## src/rtl/hilo_pkg.sv

```systemverilog
// Shared encodings and default sizing for the HI/LO sequencer and its timer.
package hilo_pkg;

  // Default datapath width and wait-state budget; the top exposes both as parameters.
  localparam int unsigned DefDataW   = 32;
  localparam int unsigned DefTimeout = 40;

  // Width of the wait counter. TIMEOUT must stay in 1..63 to fit.
  localparam int unsigned CntW = 6;

  // CPU-side operation encodings on the op port.
  localparam logic [1:0] OP_MULT = 2'b00;
  localparam logic [1:0] OP_DIV  = 2'b01;
  localparam logic [1:0] OP_MTHI = 2'b10;
  localparam logic [1:0] OP_MTLO = 2'b11;

  // Sequencer states: idle, or waiting on one of the two arithmetic units.
  typedef enum logic [1:0] {
    IDLE      = 2'b00,
    WAIT_MULT = 2'b01,
    WAIT_DIV  = 2'b10
  } state_e;

endpackage

```

## src/rtl/hilo_timer.sv

```systemverilog
// Wait-state counter: cleared while idle, counts up while waiting on a unit, and
// saturates at Timeout so it can never wrap back to a value below the limit.
module hilo_timer
  import hilo_pkg::*;
#(
  parameter int unsigned Timeout = DefTimeout
) (
  input  logic clk_i,
  input  logic rst_ni,
  input  logic clr_i,
  input  logic en_i,
  output logic expired_o
);

  localparam logic [CntW-1:0] Limit = CntW'(Timeout);

  logic [CntW-1:0] cnt_d;
  logic [CntW-1:0] cnt_q;

  // Next count: clear wins over enable; hold once the limit is reached.
  always_comb begin
    cnt_d = cnt_q;
    if (clr_i) begin
      cnt_d = '0;
    end else if (en_i && (cnt_q != Limit)) begin
      cnt_d = cnt_q + CntW'(1);
    end
  end

  // Counter register.
  always_ff @(posedge clk_i or negedge rst_ni) begin
    if (!rst_ni) begin
      cnt_q <= '0;
    end else begin
      cnt_q <= cnt_d;
    end
  end

  assign expired_o = (cnt_q == Limit);

endmodule

```

## src/rtl/hilo_ctrl.sv

```systemverilog
// HI/LO owner and launch sequencer for the multiplier and divider. Accepts one
// request in IDLE, latches operands, pulses the unit's go, holds busy until the
// unit reports done (or the wait budget runs out) and copies the result into HI/LO.
module hilo_ctrl
  import hilo_pkg::*;
#(
  parameter int unsigned DATA_W  = DefDataW,
  parameter int unsigned TIMEOUT = DefTimeout
) (
  input  logic              clk,
  input  logic              reset,
  input  logic              start,
  input  logic [1:0]        op,
  input  logic [DATA_W-1:0] src_a,
  input  logic [DATA_W-1:0] src_b,
  output logic [DATA_W-1:0] opnd_a,
  output logic [DATA_W-1:0] opnd_b,
  output logic              mult_go,
  output logic              div_go,
  input  logic              mult_done,
  input  logic [DATA_W-1:0] mult_hi,
  input  logic [DATA_W-1:0] mult_lo,
  input  logic              div_done,
  input  logic [DATA_W-1:0] div_hi,
  input  logic [DATA_W-1:0] div_lo,
  output logic [DATA_W-1:0] hi,
  output logic [DATA_W-1:0] lo,
  output logic              busy,
  output logic              div_zero,
  output logic              timeout_err
);

  state_e state_d, state_q;

  logic [DATA_W-1:0] hi_d, hi_q;
  logic [DATA_W-1:0] lo_d, lo_q;
  logic [DATA_W-1:0] opnd_a_d, opnd_a_q;
  logic [DATA_W-1:0] opnd_b_d, opnd_b_q;
  logic              mult_go_d, mult_go_q;
  logic              div_go_d, div_go_q;
  logic              busy_d, busy_q;
  logic              div_zero_d, div_zero_q;
  logic              timeout_err_d, timeout_err_q;

  logic tmr_clr;
  logic tmr_en;
  logic tmr_expired;

  hilo_timer #(
    .Timeout (TIMEOUT)
  ) u_timer (
    .clk_i     (clk),
    .rst_ni    (reset),
    .clr_i     (tmr_clr),
    .en_i      (tmr_en),
    .expired_o (tmr_expired)
  );

  // Next-state and registered-output logic; pulses default low every cycle.
  always_comb begin
    state_d       = state_q;
    hi_d          = hi_q;
    lo_d          = lo_q;
    opnd_a_d      = opnd_a_q;
    opnd_b_d      = opnd_b_q;
    busy_d        = busy_q;
    mult_go_d     = 1'b0;
    div_go_d      = 1'b0;
    div_zero_d    = 1'b0;
    timeout_err_d = 1'b0;
    tmr_clr       = 1'b0;
    tmr_en        = 1'b0;

    unique case (state_q)
      IDLE: begin
        // Keeping the counter cleared here means it reads 0 on the first wait cycle.
        tmr_clr = 1'b1;
        if (start) begin
          unique case (op)
            OP_MULT: begin
              opnd_a_d  = src_a;
              opnd_b_d  = src_b;
              mult_go_d = 1'b1;
              busy_d    = 1'b1;
              state_d   = WAIT_MULT;
            end
            OP_DIV: begin
              if (src_b == '0) begin
                // Never launch the divider on a zero divisor; HI/LO are left alone.
                div_zero_d = 1'b1;
              end else begin
                opnd_a_d = src_a;
                opnd_b_d = src_b;
                div_go_d = 1'b1;
                busy_d   = 1'b1;
                state_d  = WAIT_DIV;
              end
            end
            OP_MTHI: hi_d = src_a;
            OP_MTLO: lo_d = src_a;
          endcase
        end
      end

      WAIT_MULT: begin
        tmr_en = 1'b1;
        // A done on the expiry cycle still counts as a successful completion.
        if (mult_done) begin
          hi_d    = mult_hi;
          lo_d    = mult_lo;
          busy_d  = 1'b0;
          state_d = IDLE;
        end else if (tmr_expired) begin
          timeout_err_d = 1'b1;
          busy_d        = 1'b0;
          state_d       = IDLE;
        end
      end

      WAIT_DIV: begin
        tmr_en = 1'b1;
        if (div_done) begin
          hi_d    = div_hi;
          lo_d    = div_lo;
          busy_d  = 1'b0;
          state_d = IDLE;
        end else if (tmr_expired) begin
          timeout_err_d = 1'b1;
          busy_d        = 1'b0;
          state_d       = IDLE;
        end
      end

      default: begin
        busy_d  = 1'b0;
        state_d = IDLE;
      end
    endcase
  end

  // State and output registers; reset abandons any op in flight.
  always_ff @(posedge clk or negedge reset) begin
    if (!reset) begin
      state_q       <= IDLE;
      hi_q          <= '0;
      lo_q          <= '0;
      opnd_a_q      <= '0;
      opnd_b_q      <= '0;
      mult_go_q     <= 1'b0;
      div_go_q      <= 1'b0;
      busy_q        <= 1'b0;
      div_zero_q    <= 1'b0;
      timeout_err_q <= 1'b0;
    end else begin
      state_q       <= state_d;
      hi_q          <= hi_d;
      lo_q          <= lo_d;
      opnd_a_q      <= opnd_a_d;
      opnd_b_q      <= opnd_b_d;
      mult_go_q     <= mult_go_d;
      div_go_q      <= div_go_d;
      busy_q        <= busy_d;
      div_zero_q    <= div_zero_d;
      timeout_err_q <= timeout_err_d;
    end
  end

  assign hi          = hi_q;
  assign lo          = lo_q;
  assign opnd_a      = opnd_a_q;
  assign opnd_b      = opnd_b_q;
  assign mult_go     = mult_go_q;
  assign div_go      = div_go_q;
  assign busy        = busy_q;
  assign div_zero    = div_zero_q;
  assign timeout_err = timeout_err_q;

  // busy is a registered copy of "not idle"; go pulses only ever open a busy window.
  a_busy_tracks_state: assert property (@(posedge clk) disable iff (!reset)
    busy_q == (state_q != IDLE));
  a_go_exclusive: assert property (@(posedge clk) disable iff (!reset)
    !(mult_go_q && div_go_q));
  a_go_implies_busy: assert property (@(posedge clk) disable iff (!reset)
    (mult_go_q || div_go_q) |-> busy_q);

endmodule
```

## config.mk

```make
export PLATFORM = sky130hd
export DESIGN_NAME = hilo_ctrl
export DESIGN_NICKNAME = d
export VERILOG_FILES = /design/src/rtl/hilo_pkg.sv /design/src/rtl/hilo_timer.sv /design/src/rtl/hilo_ctrl.sv
export SDC_FILE = /design/constraint.sdc
export NUM_CORES = 1
export LEC_CHECK = 0
export ABC_AREA = 0
export CAP_MARGIN = 20
export CORE_UTILIZATION = 41
export CTS_CLUSTER_SIZE = 12
export DETAILED_ROUTE_END_ITERATION = 8
export HOLD_SLACK_MARGIN = 0.02
export PLACE_DENSITY = 0.83
export SLEW_MARGIN = 20
export SYNTH_ARGS = -nofsm -noshare
export SYNTH_HDL_FRONTEND = slang
export SYNTH_SLANG_ARGS = --single-unit
```

## constraint.sdc

```tcl
create_clock -name clk -period 2.3 [get_ports clk]
set_input_delay 0.46 -clock clk [delete_from_list [all_inputs] [get_ports clk]]
set_output_delay 0.46 -clock clk [all_outputs]
set_load 0.005 [all_outputs]
```

# Word level (Yosys, flattened, before mapping)
# Index checks and enable logic that the tools add are counted.
# word_totals
reg_bits	141
latchBits	0
mem_bits_rw	0
rom_bits	0
input_bits	199
output_inout_bits	133
word_cells	86
memories	0
# classes
n_addsub	1
multipliers	0
n_div	0
order_cmp	0
n_eq_ne	15
shifts	0
mux	47
bitwise	0
n_reduce_logical	12
# ops
operator	n
2-to-1 mux 32 bit	10
case mux 32 bit (3 select lines)	2
case mux 32 bit (2 select lines)	2
logical NOT 32 bit	1
2-to-1 mux 1 bit	21
2-to-1 mux 6 bit	2
2-to-1 mux 2 bit	5
AND reduction 5 bit	2
!= test 2 bit (second input constant)	4
adder 6 x 1 -> 6 bit (second input constant)	1
equality test 2 bit (second input constant)	3
equality test 6 bit (second input constant)	1
!= test 6 bit (second input constant)	1
case mux 2 bit (3 select lines)	1
equality test 2 x 1 -> 1 bit (second input constant)	2
logical NOT 2 bit	2
!= test 2 x 1 -> 1 bit (second input constant)	2
case mux 1 bit (2 select lines)	2
case mux 2 bit (2 select lines)	1
AND reduction 4 bit	1
nonzero test 2 bit	2
!= test 3 x 1 -> 1 bit (second input constant)	1
!= test 3 bit (second input constant)	1
case mux 1 bit (3 select lines)	1
4 further kinds	4

# Logic depth before layout (Yosys ltp)
# logic_depth
word_depth	6
depth_mapped	9
depth_no_buf	7

# Modules after synthesis
# Synthesis repeated with hierarchy kept, for this count alone.
# hier_totals
hier_cells	555
area_unflattened_um2	6850.3
# modules_own_cells
mod	n_inst	cells_each	area_each_um2	seq_area_each_um2
hilo_ctrl	1	515	6466.2	3378.2
hilo_timer	1	40	384.1	150.1

# Worst setup path after synthesis
# OpenSTA, ideal clock, no wires.
# synth_path
path_kind	input-to-reg
from	in src_b[16]
to	reg opnd_a_q[0], in the netlist opnd_a[0]
setup_ps	125
t_arrival_ps	1918
required_ps	2175
slack_ps	257
stages	6
n_path_buf	1
cell_sequence	nor4_1 > nand2_1 > nor4_4 > a21oi_4 > buf_6 > mux2_4
# synth_between
elab_chain_cells	3
# synth_lines
element	line_no	text
start, declared	hilo_ctrl.sv:15	input logic [DATA_W-1:0] src_b,
logical NOT 32 bit	hilo_ctrl.sv:88	if (src_b == '0) begin
!= test 2 bit (no line)	--	
AND reduction 4 bit (no line)	--	
end signal, assigned	hilo_ctrl.sv:158	opnd_a_q <= opnd_a_d;
end, declared	hilo_ctrl.sv:37	logic [DATA_W-1:0] opnd_a_d, opnd_a_q;
# Every way passes these cells.
# A chain may end at the register's enable or synchronous reset.

# Worst setup path after layout
# layout_path
from	in src_b[19]
to	reg opnd_a_q[27], in the netlist opnd_a[27]
# The elaborated chain is that of the path after synthesis.

==> flow_summary.html <==
<table>
<tr><th>Metric</th><th>Value</th></tr>
<tr><th colspan="2">Run status</th></tr>
<tr><td>Run status</td><td>finished, violations left</td></tr>
<tr><td>Failing checks</td><td>setup timing</td></tr>
<tr><th colspan="2">Synth</th></tr>
<tr><td>Cell area after synthesis</td><td>around 6700 sq um</td></tr>
<tr><td>Flip-flop cell with the highest count after synthesis</td><td>sky130_fd_sc_hd__dfrtp_1</td></tr>
<tr><td>Yosys reg bits</td><td>141</td></tr>
<tr><td>Post-synth cell types</td><td>34</td></tr>
<tr><td>Post-synth ARST share</td><td>100.0%</td></tr>
<tr><td>Proportion of netlist area held by the largest area contributor</td><td>a little over half</td></tr>
<tr><td>Number of synthesized flops with an enable pin</td><td>0</td></tr>
<tr><td>Number of nets in the synthesized netlist</td><td>754</td></tr>
<tr><td>Share of the yosys chip area belonging to registers</td><td>between 50% and 60%</td></tr>
<tr><td>Cell count after synthesis</td><td>549</td></tr>
<tr><td>Biggest area contributors in the synthesized netlist</td><td>sky130_fd_sc_hd__dfrtp_1, sky130_fd_sc_hd__mux2_4, sky130_fd_sc_hd__a21o_1, sky130_fd_sc_hd__a22oi_1, sky130_fd_sc_hd__a211oi_1</td></tr>
<tr><td>Yosys top cell by area</td><td>sky130_fd_sc_hd__dfrtp_1</td></tr>
<tr><td>Yosys warns</td><td>0</td></tr>
<tr><td>Post-synthesis average cell area</td><td>12.27 sq um</td></tr>
<tr><th colspan="2">STA</th></tr>
<tr><td>Fmax</td><td>425.3 MHz</td></tr>
<tr><td>Setup Skew</td><td>0.009652 ns</td></tr>
<tr><td>Post-route fraction of the period consumed by the critical path</td><td>102.2%</td></tr>
<tr><td>Worst hold slack</td><td>~0.47 ns</td></tr>
<tr><td>Slew headroom</td><td>~65%</td></tr>
<tr><td>Minimum period implied by the final worst setup slack</td><td>between 2 and 2.5 ns</td></tr>
<tr><td>Total count of max-transition violations in the final report</td><td>0</td></tr>
<tr><td>Hold Fails Final Rpt</td><td>0</td></tr>
<tr><td>Slew at the pin closest to its max-slew limit</td><td>approximately 0.52 ns</td></tr>
<tr><td>Final worst-path setup slack</td><td>-0.05115 ns</td></tr>
<tr><td>Final setup vio count</td><td>61</td></tr>
<tr><th colspan="2">Clocking</th></tr>
<tr><td>CTS tree</td><td>yes</td></tr>
<tr><td>Clock net sink count</td><td>141</td></tr>
<tr><td>H-tree depth</td><td>4</td></tr>
<tr><td>Root buf cell</td><td>sky130_fd_sc_hd__clkbuf_16</td></tr>
<tr><td>Clock network latency to the later pin of the worst-skew pair</td><td>0.42 ns</td></tr>
<tr><td>CTS Buf Count</td><td>17</td></tr>
<tr><td>Total setup buffers inserted after CTS</td><td>0</td></tr>
<tr><td>Clock input transition at the sequential cells of the worst setup and hold paths</td><td>~0.060 ns</td></tr>
<tr><td>CTS Buffer Depth</td><td>2</td></tr>
<tr><th colspan="2">Worst setup path</th></tr>
<tr><td>Category of the worst setup path capture point</td><td>register</td></tr>
<tr><td>Launching element type of the critical path</td><td>primary input</td></tr>
<tr><td>CP required</td><td>2.60 ns</td></tr>
<tr><td>Maximum fanout along the worst path</td><td>26</td></tr>
<tr><td>Arrival time of data at the critical path endpoint</td><td>2.65 ns</td></tr>
<tr><td>Setup CP Type</td><td>primary input to register</td></tr>
<tr><th colspan="2">Routing</th></tr>
<tr><td>Detailed-route via count</td><td>6020</td></tr>
<tr><td>First-pass DRT Iterations</td><td>5</td></tr>
<tr><td>DR vias/cell</td><td>5.346</td></tr>
<tr><td>Iteration-0 DRC count of the detailed router</td><td>approximately 250</td></tr>
<tr><td>Remaining design rule violation count</td><td>0</td></tr>
<tr><td>Average routed wire per standard cell</td><td>19.70 um</td></tr>
<tr><td>Antenna Nets Post-Route</td><td>0</td></tr>
<tr><td>Overall routed net length</td><td>22.18 mm</td></tr>
<tr><th colspan="2">Power</th></tr>
<tr><td>Power consumption</td><td>around 0.015 W</td></tr>
<tr><td>LEAKAGE</td><td>a little under 5 nW</td></tr>
<tr><td>Worst VDD drop</td><td>approximately 0.7 mV</td></tr>
<tr><td>Power Dens Cells</td><td>about 1400 nW/um^2</td></tr>
<tr><th colspan="2">Floorplanning</th></tr>
<tr><td>Die Wd</td><td>130.2 um</td></tr>
<tr><td>Floorplan die height</td><td>roughly 130 um</td></tr>
<tr><td>Standard-cell row count</td><td>46</td></tr>
<tr><td>Area of the die</td><td>approximately 17000 sq um</td></tr>
<tr><td>Initial cell density of the core</td><td>between 40% and 50%</td></tr>
<tr><td>IO Pins</td><td>332</td></tr>
<tr><td>Std-Cell Core Area</td><td>15940 sq um</td></tr>
<tr><th colspan="2">GRT</th></tr>
<tr><td>Initial antenna violation count</td><td>0</td></tr>
<tr><td>Via count of the first global-routing pass</td><td>6181</td></tr>
<tr><td>GRT Residual Overflow</td><td>0</td></tr>
<tr><td>GRT Total Usage</td><td>26.08%</td></tr>
<tr><td>First-pass GRT wire length</td><td>33.10 mm</td></tr>
<tr><td>Pin count of the biggest net entering global routing</td><td>46</td></tr>
<tr><th colspan="2">Run</th></tr>
<tr><td>Number of max-cap violations</td><td>0</td></tr>
<tr><th colspan="2">Placement</th></tr>
<tr><td>Last weighted congestion value of the routability-driven placer</td><td>just over 0.8</td></tr>
<tr><td>Half-perimeter wire length after detailed placement</td><td>16.38 mm</td></tr>
<tr><td>Port Buffer Count</td><td>331</td></tr>
<tr><th colspan="2">Min path</th></tr>
<tr><td>Min-delay worst type</td><td>register to register</td></tr>
<tr><th colspan="2">Cells and area</th></tr>
<tr><td>Synthesis-to-layout area growth</td><td>66.63%</td></tr>
<tr><td>Multi-input gate area in the final layout</td><td>about 3000 sq um</td></tr>
<tr><td>Commonest cells after routing, fill and taps aside</td><td>sky130_fd_sc_hd__clkdlybuf4s50_1, sky130_fd_sc_hd__dfrtp_1, sky130_fd_sc_hd__a22oi_1, sky130_fd_sc_hd__a21o_1, sky130_fd_sc_hd__a211oi_1</td></tr>
<tr><td>Filler cells</td><td>1152</td></tr>
<tr><td>Total Nets Final</td><td>1102</td></tr>
<tr><td># diodes</td><td>0</td></tr>
<tr><td>Fraction of layout instances using a drive strength above 1</td><td>16.26%</td></tr>
<tr><td>Sequential standard cell area</td><td>3528 sq um</td></tr>
<tr><td>Commonest non-fill, non-tap cell in the layout</td><td>sky130_fd_sc_hd__clkdlybuf4s50_1</td></tr>
</table>
==> Yosys cell counts, types with 2 or more instances <==
cell type / count
sky130_fd_sc_hd__a211oi_1: 64
sky130_fd_sc_hd__a21o_1: 66
sky130_fd_sc_hd__a22oi_1: 66
sky130_fd_sc_hd__buf_6: 6
sky130_fd_sc_hd__clkbuf_1: 39
sky130_fd_sc_hd__dfrtp_1: 141
sky130_fd_sc_hd__ha_1: 6
sky130_fd_sc_hd__inv_1: 7
sky130_fd_sc_hd__mux2_2: 4
sky130_fd_sc_hd__mux2_4: 60
sky130_fd_sc_hd__nand2_1: 10
sky130_fd_sc_hd__nand2b_1: 2
sky130_fd_sc_hd__nand3_1: 2
sky130_fd_sc_hd__nand4_1: 2
sky130_fd_sc_hd__nor2_1: 41
sky130_fd_sc_hd__nor3_1: 3
sky130_fd_sc_hd__nor4_1: 8
sky130_fd_sc_hd__o21ai_0: 4
sky130_fd_sc_hd__xor2_1: 3
==> area by class of cell <==
cell class                      count  area share, %
Timing Repair Buffer              374          33.47
Sequential cell                   141          31.43
Multi-Input combinational cell    356          26.65
Clock buffer                       18          3.912
Tap cell                          216          2.407
Clock inverter                     14          1.906
Inverter                            7         0.2340
==> registers in the layout, summed over array words and instances, names as in the netlist, 2 cells and up <==
name,flops
opnd_b,32
hi,32
state_q,2
opnd_a,32
u_timer.cnt_q,6
lo,32
==> metrics by stage <==
stage	setup TNS [ns]	util [%]	area [sq um]	setup WS, ns	instances
floorplan	0	-	6738	0.2572	549
finish	-1.874	70.42	11230	-0.05115	1126
global route	-1.581	70.42	11230	-0.04380	1126
global placement	-14.30	66.10	10540	-0.2485	1092
detailed placement	-23.03	66.10	10540	-0.3804	1092
CTS	0	70.26	11200	0.05605	1125
==> kinds of logic after synthesis <==
kind of cell | after synthesis | share of synthesized area [%]
flip-flops | 141 | 52.37
multiplexers | 65 | 14.19
buffers and inverters | 52 | 3.565
XOR/XNOR | 4 | 0.5201
AO/OA/AOI/OAI | 206 | 22.95
adder cells (fa/ha/maj) | 6 | 1.114
AND/OR/NAND/NOR | 75 | 5.293
==> power breakdown <==
part | switching [W] | internal [W]
Clock | 0.00110 | 0.00196
Sequential | 0.000715 | 0.00367
Combinational | 0.00327 | 0.00450
==> worst paths after layout <==
check,start,end,slack [ns],cells after the start
min,hi[21]$_DFFE_PN0P_,hi[21]$_DFFE_PN0P_,0.47,1
max in group asynchronous,reset,hi[22]$_DFFE_PN0P_,1.16,3
min reg2reg,hi[21]$_DFFE_PN0P_,hi[21]$_DFFE_PN0P_,0.47,1
max,src_b[19],opnd_a[27]$_DFFE_PN0P_,-0.05,7
min in group asynchronous,reset,opnd_b[27]$_DFFE_PN0P_,0.53,2
max reg2reg,state_q[0]$_DFFE_PN0P_,opnd_a[31]$_DFFE_PN0P_,0.09,7
==> worst max-delay path, cell delays in order <==
cell,delay (ns)
sky130_fd_sc_hd__clkdlybuf4s50_1,0.43
sky130_fd_sc_hd__nor4_1,0.50
sky130_fd_sc_hd__nand2_1,0.19
sky130_fd_sc_hd__nor4_4,0.39
sky130_fd_sc_hd__a21oi_4,0.15
sky130_fd_sc_hd__buf_12,0.20
sky130_fd_sc_hd__mux2_4,0.32
==> layer usage <==
metal,vias up,global-route usage (%),part of all wire (%)
met5,-,0,0
met4,0,10.81,2.5
met3,40,7.257,7.6
met2,254,45.53,51
met1,2929,30.05,39
li1,2797,-,-
==> repair_timing <==
action                                  in CTS  in global routing
endpoints found under the setup margin       0                 14
hold buffers                                 1                  0
hold endpoints to repair                    41                  0
resized for setup                            0                  1
Power figures use the tool's default switching activity.
